## src/rtl/alu_ctrl_pkg.sv

```systemverilog
// Shared types and default constants for the sequenced ALU control block.
package alu_ctrl_pkg;

  typedef enum logic [2:0] {
    OPC_ADD = 3'b000,
    OPC_SUB = 3'b001,
    OPC_AND = 3'b010,
    OPC_OR  = 3'b011,
    OPC_SHL = 3'b100,
    OPC_SHR = 3'b101,
    OPC_BNE = 3'b110,
    OPC_XOR = 3'b111
  } alu_opc_e;

  typedef enum logic [1:0] {
    IDLE   = 2'd0,
    ISSUE  = 2'd1,
    REPEAT = 2'd2
  } alu_ctrl_state_e;

  localparam logic [2:0] BR_OPC_DEFAULT     = OPC_BNE;
  localparam logic [7:0] MULTI_MASK_DEFAULT = 8'b0011_0000;

endpackage

```

## src/rtl/alu_ctrl_decode.sv

```systemverilog
// Combinational decode of (alu_op, branch, instruction) into an ALU opcode
// and the number of single-step beats that opcode expands into.
module alu_ctrl_decode
  import alu_ctrl_pkg::*;
#(
  parameter int                    INSTR_W    = 9,
  parameter int                    OPC_W      = 3,
  parameter int                    FUNC_LSB   = 4,
  parameter int                    CNT_W      = 3,
  parameter logic [OPC_W-1:0]      BR_OPC     = BR_OPC_DEFAULT,
  parameter logic [2**OPC_W-1:0]   MULTI_MASK = MULTI_MASK_DEFAULT
) (
  input  logic               alu_op,
  input  logic               branch,
  input  logic [INSTR_W-1:0] instruction,
  output logic [OPC_W-1:0]   opc,
  output logic [CNT_W-1:0]   n
);

  logic [OPC_W-1:0]      field;
  logic [CNT_W-1:0]      cnt_field;
  logic [2**OPC_W-1:0]   multi_hit;
  logic                  is_multi;
  logic                  unused_instr_bits;

  assign field     = instruction[FUNC_LSB+OPC_W-1:FUNC_LSB];
  assign cnt_field = instruction[CNT_W-1:0];
  // Bits outside the opcode and count fields carry no meaning here.
  assign unused_instr_bits = ^instruction;

  genvar gi;
  generate
    for (gi = 0; gi < 2**OPC_W; gi++) begin : g_multi
      assign multi_hit[gi] = MULTI_MASK[gi] && (field == OPC_W'(gi));
    end
  endgenerate

  assign is_multi = |multi_hit;

  always_comb begin
    opc = '0;
    n   = CNT_W'(1);
    if (alu_op) begin
      if (branch) begin
        opc = BR_OPC;
      end else begin
        opc = field;
        // A zero count still issues the operation once.
        if (is_multi && (cnt_field != '0)) n = cnt_field;
      end
    end
  end

endmodule

```

## src/rtl/alu_ctrl_seq.sv

```systemverilog
// Sequenced ALU control: expands iterative ops into single-step beats with
// valid/ready on both sides. Define ALU_CTRL_STATS_EN for beat/stall counters.
module alu_ctrl_seq
  import alu_ctrl_pkg::*;
#(
  parameter int                    INSTR_W    = 9,
  parameter int                    OPC_W      = 3,
  parameter int                    FUNC_LSB   = 4,
  parameter int                    CNT_W      = 3,
  parameter logic [OPC_W-1:0]      BR_OPC     = BR_OPC_DEFAULT,
  parameter logic [2**OPC_W-1:0]   MULTI_MASK = MULTI_MASK_DEFAULT
) (
  input  logic               clk,
  input  logic               rst_n,
  input  logic               in_valid,
  output logic               in_ready,
  input  logic               alu_op,
  input  logic               branch,
  input  logic [INSTR_W-1:0] instruction,
  output logic               out_valid,
  input  logic               out_ready,
  output logic [OPC_W-1:0]   alu_opcode,
  output logic               iter_last,
  output logic               busy
`ifdef ALU_CTRL_STATS_EN
  ,
  output logic [15:0]        beat_cnt,
  output logic [15:0]        stall_cnt
`endif
);

  logic [OPC_W-1:0] dec_opc;
  logic [CNT_W-1:0] dec_n;

  alu_ctrl_state_e  state_reg;
  logic [OPC_W-1:0] opcode_reg;
  logic [CNT_W-1:0] remain_reg;
  logic             last_beat;
  logic             accept;
  logic             beat;

  alu_ctrl_decode #(
    .INSTR_W   (INSTR_W),
    .OPC_W     (OPC_W),
    .FUNC_LSB  (FUNC_LSB),
    .CNT_W     (CNT_W),
    .BR_OPC    (BR_OPC),
    .MULTI_MASK(MULTI_MASK)
  ) u_decode (
    .alu_op     (alu_op),
    .branch     (branch),
    .instruction(instruction),
    .opc        (dec_opc),
    .n          (dec_n)
  );

  assign out_valid  = (state_reg != IDLE);
  assign busy       = out_valid;
  assign alu_opcode = opcode_reg;
  assign last_beat  = out_valid && (remain_reg == CNT_W'(1));
  assign iter_last  = last_beat;
  // Accepting during the final beat keeps the ALU stream bubble-free.
  assign in_ready   = rst_n && (!out_valid || (out_ready && last_beat));
  assign accept     = in_valid && in_ready;
  assign beat       = out_valid && out_ready;

  always_ff @(posedge clk or negedge rst_n) begin
    if (!rst_n) begin
      state_reg  <= IDLE;
      opcode_reg <= '0;
      remain_reg <= '0;
    end else if (accept) begin
      state_reg  <= ISSUE;
      opcode_reg <= dec_opc;
      remain_reg <= dec_n;
    end else if (beat) begin
      if (remain_reg == CNT_W'(1)) begin
        state_reg  <= IDLE;
        remain_reg <= '0;
      end else begin
        state_reg  <= REPEAT;
        remain_reg <= remain_reg - CNT_W'(1);
      end
    end
  end

`ifdef ALU_CTRL_STATS_EN
  logic [15:0] beat_cnt_reg;
  logic [15:0] stall_cnt_reg;

  always_ff @(posedge clk or negedge rst_n) begin
    if (!rst_n) begin
      beat_cnt_reg  <= '0;
      stall_cnt_reg <= '0;
    end else begin
      if (beat && (beat_cnt_reg != 16'hFFFF)) beat_cnt_reg <= beat_cnt_reg + 16'd1;
      if (out_valid && !out_ready && (stall_cnt_reg != 16'hFFFF))
        stall_cnt_reg <= stall_cnt_reg + 16'd1;
    end
  end

  assign beat_cnt  = beat_cnt_reg;
  assign stall_cnt = stall_cnt_reg;
`endif

endmodule

```

## config.mk

```make
export PLATFORM = sky130hd
export DESIGN_NAME = alu_ctrl_seq
export DESIGN_NICKNAME = d
export VERILOG_FILES = /design/src/rtl/alu_ctrl_pkg.sv /design/src/rtl/alu_ctrl_decode.sv /design/src/rtl/alu_ctrl_seq.sv
export SDC_FILE = /design/constraint.sdc
export NUM_CORES = 1
export LEC_CHECK = 0
export CORE_AREA = 2 2 39 41
export CTS_CLUSTER_DIAMETER = 200
export DETAILED_ROUTE_END_ITERATION = 12
export DIE_AREA = 0 0 41 43
export PLACE_DENSITY = 0.71
export REMOVE_ABC_BUFFERS = 1
export SYNTH_ARGS = -nofsm -noshare
export SYNTH_HDL_FRONTEND = slang
export SYNTH_SLANG_ARGS = --single-unit
export TNS_END_PERCENT = 100
```

## constraint.sdc

```tcl
create_clock -name clk -period 1.7 [get_ports clk]
set_clock_uncertainty 0.1 [all_clocks]
set_input_delay 0.425 -clock clk [delete_from_list [all_inputs] [get_ports clk]]
set_output_delay 0.425 -clock clk [all_outputs]
set_load 0.1 [all_outputs]
```

==> Yosys cells after proc, flatten, opt, wreduce, memory -nomap -nowiden <==
Index checks and enable logic that the tools add are counted.
{ "word_totals": {"regBits": 8, "inputBits": 15} }
{ "classes": {"n_reduce_logical": 12, "eq_ne": 3, "mux": 11, "addsub": 1} }
{ "op_table": {"columns": ["operator", "count"], "rows": [
  ["2-to-1 mux 3 bit", 8],
  ["== test 3 bit (second input constant)", 2],
  ["logical AND 1 bit", 6],
  ["2-to-1 mux 2 bit", 3],
  ["nonzero test 2 bit", 2],
  ["== test 3 x 1 -> 1 bit (second input constant)", 1],
  ["nonzero test 3 bit", 1],
  ["subtractor 3 x 1 -> 3 bit (second input constant)", 1],
  ["OR reduction 2 bit", 1],
  ["logical NOT 1 bit", 1],
  ["logical OR 1 bit", 1]
]} }

==> Logic depth before layout (Yosys ltp) <==
Gate-level depths: netlist of the first run.
{ "depth": {"depth_word": 7, "ltp_mapped": 5, "ltp_nobuf": 5} }

==> Cells and area by module <==
From an unflattened synthesis of the first run, not the netlist that was laid out.
{ "hier_totals": {"cells_unflattened": 51, "hier_area_um2": 559.3} }
{ "by_module_without_submodules": {"columns": ["module", "n_inst", "area_each_um2", "cells_per_inst"], "rows": [
  ["alu_ctrl_seq", 1, 498.0, 43],
  ["alu_ctrl_decode", 1, 61.3, 8]
]} }

==> Worst setup path after synthesis of the first run <==
OpenSTA, ideal clock, no wires.
{ "synth_path": {"kind": "register to output", "start": "reg state_reg[1]", "end": "out in_ready", "t_arrival_ns": 2.340, "t_required_ns": 1.175, "slack_ns": -1.165, "stages_incl_launch_ff": 5, "cell_sequence": "dfrtp_1 -> or2_1 -> buf_6 -> and2_2 -> nor2b_1"} }
{ "synth_between": {"elab_chain_cells": 5, "word_cells_on_any_way": 6, "cone_classes": "reduce/logical: 6"} }
{ "synth_lines": {"columns": ["item", "line_no", "text"], "rows": [
  ["start: declaration", "alu_ctrl_seq.sv:35", "alu_ctrl_state_e state_reg;"],
  ["start signal: assignment", "alu_ctrl_seq.sv:69", "state_reg <= IDLE;"],
  ["start signal: assignment", "alu_ctrl_seq.sv:73", "state_reg <= ISSUE;"],
  ["start signal: assignment", "alu_ctrl_seq.sv:78", "state_reg <= IDLE;"],
  ["nonzero test 2 bit (*)", "alu_ctrl_seq.sv:57", "assign out_valid = (state_reg != IDLE);"],
  ["via busy", "alu_ctrl_seq.sv:24", "output logic busy"],
  ["logical AND 1 bit", "alu_ctrl_seq.sv:60", "assign last_beat = out_valid && (remain_reg == CNT_W'(1));"],
  ["logical AND 1 bit", "alu_ctrl_seq.sv:63", "assign in_ready = rst_n && (!out_valid || (out_ready && last_beat));"],
  ["logical OR 1 bit (*)", "alu_ctrl_seq.sv:63", null],
  ["logical AND 1 bit (*)", "alu_ctrl_seq.sv:63", null],
  ["end: declaration", "alu_ctrl_seq.sv:16", "output logic in_ready,"]
]} }
Mark *: on every way through the listed nets, which the timed path passes. The rest lies on a longest branch.

==> Worst setup path in the final report of the first run <==
{ "layout_path": {"start": "reg remain_reg[1]", "end": "out in_ready"} }
{ "layout_between": {"elab_chain_cells": 5} }
{ "layout_lines": {"columns": ["item", "line_no", "text"], "rows": [
  ["start: declaration", "alu_ctrl_seq.sv:37", "logic [CNT_W-1:0] remain_reg;"],
  ["start signal: assignment", "alu_ctrl_seq.sv:75", "remain_reg <= dec_n;"],
  ["start signal: assignment", "alu_ctrl_seq.sv:82", "remain_reg <= remain_reg - CNT_W'(1);"],
  ["== test 3 x 1 -> 1 bit", "alu_ctrl_seq.sv:60", null],
  ["logical AND 1 bit", "alu_ctrl_seq.sv:60", null],
  ["logical AND 1 bit", "alu_ctrl_seq.sv:63", null],
  ["logical OR 1 bit", "alu_ctrl_seq.sv:63", null],
  ["logical AND 1 bit", "alu_ctrl_seq.sv:63", null]
]} }
Every way passes these cells.

==> metrics, run 1 <==
area growth from synthesis to final layout=110%; count of warnings emitted by yosys=0; count of input and output buffers=18; Yosys cell types=25; met3 global-route usage=4.71%; DR pass1 iterations=4; total instance count after detailed placement=98; CTS tree=done; required time of the critical path=1.17 ns; class of the worst hold path=in2async; Tightest Pin Transition=around 0.33 ns; dominant cells by area after synthesis=sky130_fd_sc_hd__dfrtp_1 (41%), sky130_fd_sc_hd__mux2i_1 (8.1%), sky130_fd_sc_hd__ha_1 (5.1%); number of flops mapped to enable cells by yosys=0; share of the yosys chip area belonging to registers=40.5%; post-layout minimum cycle time=1.91 ns; Setup crit start=remain_reg[1]; ratio of cells with drive above 1 in the final layout=a little under half; Compound-Gate Fraction of Synth Area=19.5%; post-cts hold buffer count=0; CP startpoint kind=flop; average wire per cell in the routed design=13.5 um; via count normalized by instance count=5.15; cell with the most instances after synthesis=sky130_fd_sc_hd__dfrtp_1; IR Drop Worst-Case VDD=1330 uV; multiplexer fraction of the synthesized cell area=between 10% and 20%; end of the worst register-to-register path=alu_opcode[0]; list of cells traversed by the critical path=inv_2 > ha_4 > nand3b_1 > and2_4 > nor2b_4 > buf_12; dominant combinational cell family by area after synthesis=compound AO/OA/AOI/OAI gates; clock input transition at the sequential cells of the worst setup and hold paths=approximately 0.060 ns; Hold Violations, Final=0; Post-synth ARST share=100%; Inserted Diodes=0; leading cell types by count after synthesis=sky130_fd_sc_hd__dfrtp_1 (8), sky130_fd_sc_hd__inv_1 (6), sky130_fd_sc_hd__mux2i_1 (4), sky130_fd_sc_hd__nand2_1 (3), sky130_fd_sc_hd__o21ai_0 (3); total standard cell area after synthesis=494 um2; H-tree level count=1; maximum single-stage delay on the critical path=approximately 0.37 ns; leakage dissipation=about 0.0005 uW; via count of the first global-routing pass=approximately 600; maximum number of pins on one net before global-route repair=10; largest fanout on the critical path=2; worst path setup slack after routing=-0.212 ns; Yosys top cell area share=40.5%; cell with the largest stage delay on the worst path=sky130_fd_sc_hd__dfrtp_1; worst-skew pair later-pin latency=roughly 0.25 ns; Cell Count, Final, Fillers Out=110; worst setup path category=reg2out; Core Area=0.00138 mm2; arithmetic-cell share of the synthesized area counting full adders, half adders and majority gates=5.06%; standard-cell row count=14; count of buffering cells on the critical path with inverters included=2; Crit path max-delay family=flip-flops; drt drc=0; number of maximum-capacitance violations=0; HPWL Detailed=1060 um; max-slew violation count=0; Synth area leader=sky130_fd_sc_hd__dfrtp_1; r2r startpoint=remain_reg[1]; via count=566; number of buffers created by CTS=3; routability congestion estimate=~0.73; highest clock rate=0.523 GHz; NumNets Final=approximately 110; ports placed on the boundary=22; critical path capture point type=output pin; Die Ht=43 um; path length in cells of the critical path=6; worst reg2reg path depth=7; width of the chip=41 um; Initial Util=35.7%; xor and xnor fraction of the mapped netlist area=0%; peak-usage layer in the global routing report=met2; result of the run=finished, violations left; worst max-slew margin expressed relative to the limit=77.9%; CTS Root Buffer Type=sky130_fd_sc_hd__clkbuf_4; Antenna Nets Post-Route=0; met1 GRT Util=a little under a fifth; period utilization=112%; met2 GRT Util=32.8%; wire length of the first global-routing pass=roughly 2200 um; total length of routed wires=around 1500 um; buffer levels on the longest clock path=2; data arrival time of the critical path=1.39 ns; worst setup path end=in_ready; Total GRT Usage=18.9%; setup tns final=-0.613 ns; number of endpoints failing setup at the final stage=4; Iter 0 DRT Violations=9; R2R setup slack=0.04 ns; violated checks=negative setup slack; total congestion overflow=0; Sinks on Clock Net=8; area of the die=0.00176 mm2; dominant synthesized flop cell=sky130_fd_sc_hd__dfrtp_1; RSZ-0062 raised after global routing=true; initial antenna violation count=0; Synth Area in Simple Gates=roughly 16%; number of instances in the synthesized netlist=roughly 50; count of state elements after synthesis=8; mean area per synthesized cell=roughly 10 um2; power density cells=2150 mW/mm2
[worst min-delay path by stage]
| stage | to | startpoint | slack [ns] | depth (start not counted) |
|---|---|---|---|---|
| after floorplan | alu_opcode[0] | rst_n | 0.03 | 0 |
| after global placement | alu_opcode[0] | alu_opcode[0] | 0.45 | 1 |
| after detailed placement | alu_opcode[2] | alu_opcode[2] | 0.46 | 2 |
| after CTS | remain_reg[2] | rst_n | 0.44 | 2 |
| after global routing | remain_reg[2] | rst_n | 0.47 | 2 |
| final | remain_reg[2] | rst_n | 0.45 | 2 |
[cell families after synthesis]
kind of cell	after synthesis
adders and majority gates	2
buffers and inverters	8
DFF	8
AOI/OAI and AO/OA	13
muxes	5
and+or+nand+nor	13
[routing by layer]
layer	part of all wire, %	vias up
met4	3.6	0
li1	-	264
met5	0	-
met2	54	24
met1	38	270
met3	4.4	8
[cells in the final DEF (no fill, tap or decap), types with 2 or more instances in the layout]
master                             n
sky130_fd_sc_hd__buf_4            21
sky130_fd_sc_hd__dfrtp_1           8
sky130_fd_sc_hd__buf_12            8
sky130_fd_sc_hd__clkdlybuf4s50_1   7
sky130_fd_sc_hd__inv_1             5
sky130_fd_sc_hd__mux2i_1           4
sky130_fd_sc_hd__buf_6             4
sky130_fd_sc_hd__o21ai_0           3
sky130_fd_sc_hd__nand2_1           3
sky130_fd_sc_hd__clkbuf_4          3
sky130_fd_sc_hd__dlymetal6s2s_1    3
sky130_fd_sc_hd__and2_4            2
sky130_fd_sc_hd__nor2b_4           2
sky130_fd_sc_hd__o211ai_1          2
sky130_fd_sc_hd__a21oi_1           2
[where the power goes]
part / internal, uW / switching, uW
Combinational: 807 / 932
Sequential: 278 / 68.7
Clock: 80.6 / 61.7
[metrics by stage]
step / utilization [%] / hold WS [ns] / setup WS, ns / area [um2] / total power, uW
3_5_place_dp: 63.1 / 0.456 / -0.459 / 873 / 1800
5_1_grt: 75.0 / 0.471 / -0.258 / 1040 / 2320
4_1_cts: 72.0 / 0.436 / -0.222 / 996 / 2130
3_3_place_gp: 63.1 / 0.445 / -0.415 / 873 / 1760
6_report: 75.0 / 0.453 / -0.212 / 1040 / 2230
2_1_floorplan: - / 0.0294 / -2.03 / 475 / 1160
[layout make-up]
class	instances	area [um2]
inverter	6	22.5
tap	16	20.0
sequential	8	200
fill	101	347
timing repair buffer	44	479
clock buffer	3	22.5
multi-input combinational	33	293
[timing repair]
item                       4_1_cts  5_1_grt
gates resized for setup         15        6
setup endpoints to repair        5       10
gates cloned                     0        0
buffers inserted                 6        6
pin swaps                        8        5
(Power assumes the default switching activity.)
==> inputs of run 2 (changes only) <==
--- a/config.mk
+++ b/config.mk
@@ -6,6 +6,7 @@
 export NUM_CORES = 1
 export LEC_CHECK = 0
 export CORE_AREA = 2 2 39 41
+export CTS_BUF_LIST = sky130_fd_sc_hd__clkbuf_4
 export CTS_CLUSTER_DIAMETER = 200
 export DETAILED_ROUTE_END_ITERATION = 12
 export DIE_AREA = 0 0 41 43
@@ -14,4 +15,4 @@
 export SYNTH_ARGS = -nofsm -noshare
 export SYNTH_HDL_FRONTEND = slang
 export SYNTH_SLANG_ARGS = --single-unit
-export TNS_END_PERCENT = 100
+export TNS_END_PERCENT = 50
==> run 2 against run 1 <==
The flow still finishes with violations (negative setup slack). Hold slack lost 0.030 ns. Register-to-register slack gained 0.07 ns. Maximum frequency shrank 1.5%. Largest power group unchanged. Via count shrank 6.5%. Critical path type unchanged.
==> metrics, run 2 (same netlist as run 1, synthesis figures left out) <==
largest fanout on the critical path=2; worst path setup slack after routing=-0.242 ns; max-slew violation count=0; clock input transition at the sequential cells of the worst setup and hold paths=0.06 ns; Initial Util=a little over a third; amount of wire on met2 after detailed routing=approximately 760 um; CTS tree=done; drt drc=0; via count of the first global-routing pass=584; R2R setup slack=roughly 0.11 ns; DR pass1 iterations=4; number of maximum-capacitance violations=0; Tightest Pin Transition=around 0.24 ns; highest layer used for signal routing=met4; Hold Violations, Final=0; area taken by flip-flops and latches=200 um2; worst setup path category=reg2out; CTS Root Buffer Type=sky130_fd_sc_hd__clkbuf_4; width of the chip=41 um; power density cells=2140 mW/mm2; setup tns final=-0.469 ns; Iter 0 DRT Violations=8; number of endpoints failing setup at the final stage=4; average wire per cell in the routed design=between 10 and 15 um; leakage dissipation=between 0.0004 and 0.0005 uW; maximum single-stage delay on the critical path=between 0.3 and 0.4 ns; standard-cell row count=14; wire length of the first global-routing pass=2160 um; critical path capture point type=output pin; IR Drop Worst-Case VDD=1320 uV; worst reg2reg path depth=7; post-route cell area=965 um2; period utilization=114%; highest clock rate=between 0.5 and 0.6 GHz; filler cell count in the final layout=109; routability congestion estimate=0.728; ports placed on the boundary=22; RSZ-0062 raised after global routing=true; violated checks=negative setup slack; Total GRT Usage=18.4%; result of the run=finished, violations left; data arrival time of the critical path=1.42 ns; total length of routed wires=1370 um; post-cts hold buffer count=0; class of the worst hold path=in2reg; area occupied by multi-input gates=293 um2; worst max-slew margin expressed relative to the limit=a little over four fifths; post-layout minimum cycle time=1.94 ns; Core Area=0.00138 mm2; cell with the largest stage delay on the worst path=sky130_fd_sc_hd__dfrtp_1; required time of the critical path=1.17 ns; placed inst area=873 um2; list of cells traversed by the critical path=inv_2 > ha_4 > nand3b_1 > and2_4 > nor2b_4 > buf_12; most common library cell in the layout ignoring fill and taps=sky130_fd_sc_hd__buf_4; initial antenna violation count=0; HPWL Detailed=1060 um; NumNets Final=106; CP startpoint kind=flop; Antenna Nets Post-Route=0; total congestion overflow=0; buffer levels on the longest clock path=2; WHS Path Cells=3; Die Ht=~43 um; H-tree level count=1; total met3 wirelength after detailed routing=67 um; leading cell types in the layout, fill and taps excluded=sky130_fd_sc_hd__buf_4 (17), sky130_fd_sc_hd__dfrtp_1 (8), sky130_fd_sc_hd__clkdlybuf4s50_1 (7), sky130_fd_sc_hd__buf_12 (7), sky130_fd_sc_hd__inv_1 (5); met1 WL=510 um; via count=529; area of the die=0.00176 mm2; via count normalized by instance count=5.14; worst-skew pair later-pin latency=0.25 ns; maximum number of pins on one net before global-route repair=10; Sinks on Clock Net=8; number of buffers created by CTS=3; count of input and output buffers=18; ratio of cells with drive above 1 in the final layout=43.7%; Inserted Diodes=0; area growth from synthesis to final layout=95.2%
-- run 2: cell count changes in the layout (fill, tap and decap cells not counted), sizes merged --
cell  change
buf       -7
-- run 2: final timing paths --
kind	startpoint	end
min reg2reg	alu_opcode[2]	alu_opcode[2]
max in group asynchronous	rst_n	alu_opcode[0]
min in group asynchronous	rst_n	remain_reg[2]
min	instruction[6]	alu_opcode[2]
max reg2reg	remain_reg[0]	remain_reg[0]
max	remain_reg[1]	in_ready
-- run 2: what timing repair did --
action                     CTS  global route
pin swaps                    7             4
buffers inserted             4             1
gates resized for setup     16             4
setup endpoints to repair    5            10
-- run 2: worst max-delay path: cells and delay by family, from the launching register on --
kind                       cells  cell delay (ns)
buffers and inverters          2             0.26
DFF                            1             0.38
and+or+nand+nor                3             0.39
adders and majority gates      1             0.14
-- run 2: stage by stage --
step | power, uW | util (%) | setup slack [ns] | hold slack, ns | instances
3_5_place_dp | 1800 | 63.1 | -0.459 | 0.456 | 98
2_1_floorplan | 1160 | - | -2.03 | 0.0294 | 47
6_report | 2060 | 69.7 | -0.242 | 0.422 | 103
4_1_cts | 2090 | 70.8 | -0.228 | 0.436 | 105
5_1_grt | 2150 | 69.7 | -0.294 | 0.449 | 103
3_3_place_gp | 1760 | 63.1 | -0.415 | 0.445 | 98
-- run 2: area by class of cell --
cell class / instances / area share [%]
Timing Repair Buffer: 37 / 42.2
Tap cell: 16 / 2.08
Sequential cell: 8 / 20.8
Multi-Input combinational cell: 33 / 30.4
Inverter: 6 / 2.33
Clock buffer: 3 / 2.33
-- run 2: power by group --
group | switching [uW] | internal, uW
clock | 62.9 | 80.7
combinational | 899 | 677
sequential | 66.6 | 278
-- run 2: metal layers --
layer / global-route usage [%] / vias to the layer above
li1: - / 251
met1: 17.5 / 250
met2: 31.9 / 22
met3: 4.71 / 6
met4: 12.0 / 0
met5: 0 / -
==> inputs of run 3 (changes only) <==
--- a/config.mk
+++ b/config.mk
@@ -5,12 +5,14 @@
 export SDC_FILE = /design/constraint.sdc
 export NUM_CORES = 1
 export LEC_CHECK = 0
-export CORE_AREA = 2 2 39 41
+export CELL_PAD_IN_SITES_DETAIL_PLACEMENT = 2
+export CELL_PAD_IN_SITES_GLOBAL_PLACEMENT = 2
+export CORE_ASPECT_RATIO = 1.1
+export CORE_UTILIZATION = 24
 export CTS_BUF_LIST = sky130_fd_sc_hd__clkbuf_4
 export CTS_CLUSTER_DIAMETER = 200
 export DETAILED_ROUTE_END_ITERATION = 12
-export DIE_AREA = 0 0 41 43
-export PLACE_DENSITY = 0.71
+export PLACE_DENSITY = 0.78
 export REMOVE_ABC_BUFFERS = 1
 export SYNTH_ARGS = -nofsm -noshare
 export SYNTH_HDL_FRONTEND = slang
==> constraint.sdc (replaced) <==
create_clock -name clk -period 1.7 [get_ports clk]
set_clock_uncertainty 0.1 [all_clocks]
set_input_delay 0.34 -clock clk [delete_from_list [all_inputs] [get_ports clk]]
set_output_delay 0.34 -clock clk [all_outputs]
set_load 0.1 [all_outputs]
==> run 3 against run 2 <==
Total power increased by 7.4%. Critical path type unchanged. The flow still finishes with violations (negative setup slack). Worst setup slack gained 0.040 ns. Sequential share of layout area fell by 1.1 points. Combinational power up 8%. Critical endpoint unchanged. First-iteration DRC count decreased by 75%. Sequential power is 3% higher. Largest cell class unchanged. Design area grew 5.7%. Wire length is 61% higher.
==> metrics, run 3 (same netlist as run 1, synthesis figures left out) <==
Core Area=0.00186 mm2; Hold Violations, Final=0; routability congestion estimate=0.715; area of the die=around 0.0022 mm2; IR Drop Worst-Case VDD=between 1000 and 1500 uV; leakage dissipation=0.000473 uW; ratio of cells with drive above 1 in the final layout=48.9%; area occupied by multi-input gates=300 um2; CTS Root Buffer Type=sky130_fd_sc_hd__clkbuf_4; Crit path max-delay family=simple AND/OR/NAND/NOR gates; buffer levels on the longest clock path=2; worst path setup slack after routing=-0.202 ns; worst max-slew margin expressed relative to the limit=83.6%; standard-cell row count=16; class of the worst hold path=in2async; initial antenna violation count=0; total length of routed wires=2220 um; via count normalized by instance count=4.79; violated checks=negative setup slack; wire length of the first global-routing pass=roughly 3800 um; cell with the largest stage delay on the worst path=sky130_fd_sc_hd__dfrtp_1; Iter 0 DRT Violations=2; worst reg2reg path depth=8; post-placement setup slack=-0.381 ns; number of buffers created by CTS=3; Initial Util=about a quarter; worst-skew pair later-pin latency=around 0.26 ns; Die Ht=~50 um; post-layout minimum cycle time=1.90 ns; via count of the first global-routing pass=a little over 700; H-tree level count=1; power density cells=between 2000 and 2500 mW/mm2; Total GRT Usage=25.1%; list of cells traversed by the critical path=inv_2 > ha_4 > nand3b_1 > and2_4 > nor2b_4 > buf_12; area taken by flip-flops and latches=about 200 um2; data arrival time of the critical path=1.46 ns; count of buffering cells on the critical path with inverters included=2; ports placed on the boundary=22; setup tns final=-0.367 ns; area growth from synthesis to final layout=106%; average wire per cell in the routed design=18.6 um; HPWL Detailed=between 1500 and 2000 um; worst setup path category=reg2out; highest clock rate=~0.53 GHz; end of the worst register-to-register path=remain_reg[2]; R2R setup slack=-0.02 ns; Inserted Diodes=0; drt drc=0; maximum number of pins on one net before global-route repair=8; Sinks on Clock Net=8; clock input transition at the sequential cells of the worst setup and hold paths=0.06 ns; width of the chip=45.3 um; result of the run=finished, violations left; leading cell types in the layout, fill and taps excluded=sky130_fd_sc_hd__buf_4 (21), sky130_fd_sc_hd__clkdlybuf4s50_1 (10), sky130_fd_sc_hd__dfrtp_1 (8); Final Core Density=54.8%; largest fanout on the critical path=3; post-cts hold buffer count=0; via count=570; DR pass1 iterations=4; NumNets Final=111; count of input and output buffers=18; Tightest Pin Transition=0.239 ns; CP startpoint kind=flop; maximum single-stage delay on the critical path=0.37 ns; number of maximum-capacitance violations=0; filler cell count in the final layout=roughly 190; critical path capture point type=output pin; period utilization=112%; RSZ-0062 raised after global routing=true; r2r startpoint=remain_reg[1]; CTS tree=done; max-slew violation count=0; Setup crit start=remain_reg[1]; Antenna Nets Post-Route=0; number of endpoints failing setup at the final stage=4; total congestion overflow=0; required time of the critical path=1.26 ns; most common library cell in the layout ignoring fill and taps=sky130_fd_sc_hd__buf_4
-- run 3: cell types whose count changed in the layout (fill, tap and decap cells not counted), sizes merged --
cell / delta
buf: +5
clkdlybuf4s50: +3
dlymetal6s2s: -3
-- run 3: area by class of cell --
cell class              instances  share of cell area, %
repair buffers                 42                   43.2
multi-input cells              33                   29.4
flip-flops and latches          8                   19.6
well taps                      27                   3.31
clock buffers                   3                   2.21
inverters                       6                   2.21
-- run 3: what timing repair did --
item | CTS | global route
cloned | 0 | 0
resized for setup | 13 | 6
pin swaps | 4 | 3
setup buffers | 4 | 4
setup endpoints to repair | 4 | 10
-- run 3: how the worst max path moves through the flow --
stage / cells after the start / endpoint / slack [ns]
detailed placement: 5 / in_ready / -0.38
floorplan: 3 / in_ready / -1.94
CTS: 6 / in_ready / -0.18
finish: 6 / in_ready / -0.20
global placement: 5 / in_ready / -0.26
global route: 6 / in_ready / -0.25
-- run 3: worst register-to-register path, delay by kind of cell, from the launching register on --
family	cells	cell delay, ns
AO/OA/AOI/OAI	1	0.16
adder cells (fa/ha/maj)	1	0.14
buffers and inverters	4	0.50
flip-flops	1	0.37
multiplexers	1	0.22
AND/OR/NAND/NOR	1	0.13
-- run 3: routing by layer --
metal	routed length (um)	global-route usage, %	vias to the layer above
li1	-	-	261
met2	1360	47.1	17
met1	758	22.3	288
met3	58	7.33	4
met4	38	14.1	0
met5	0	0	-
-- run 3: per-stage QoR --
step	hold slack, ns	instance area, um2	std cells	total power, uW
floorplan	-0.0556	475	47	1160
global placement	0.452	895	110	1770
detailed placement	0.448	895	110	1830
CTS	0.356	991	117	2140
global route	0.369	1020	119	2310
finish	0.392	1020	119	2220
-- run 3: power by group --
part           leakage, uW  internal [uW]  switching [uW]
clock network    0.0000138           81.5            74.7
logic             0.000360            734             973
registers        0.0000986            278            76.9
total             0.000473           1090            1120
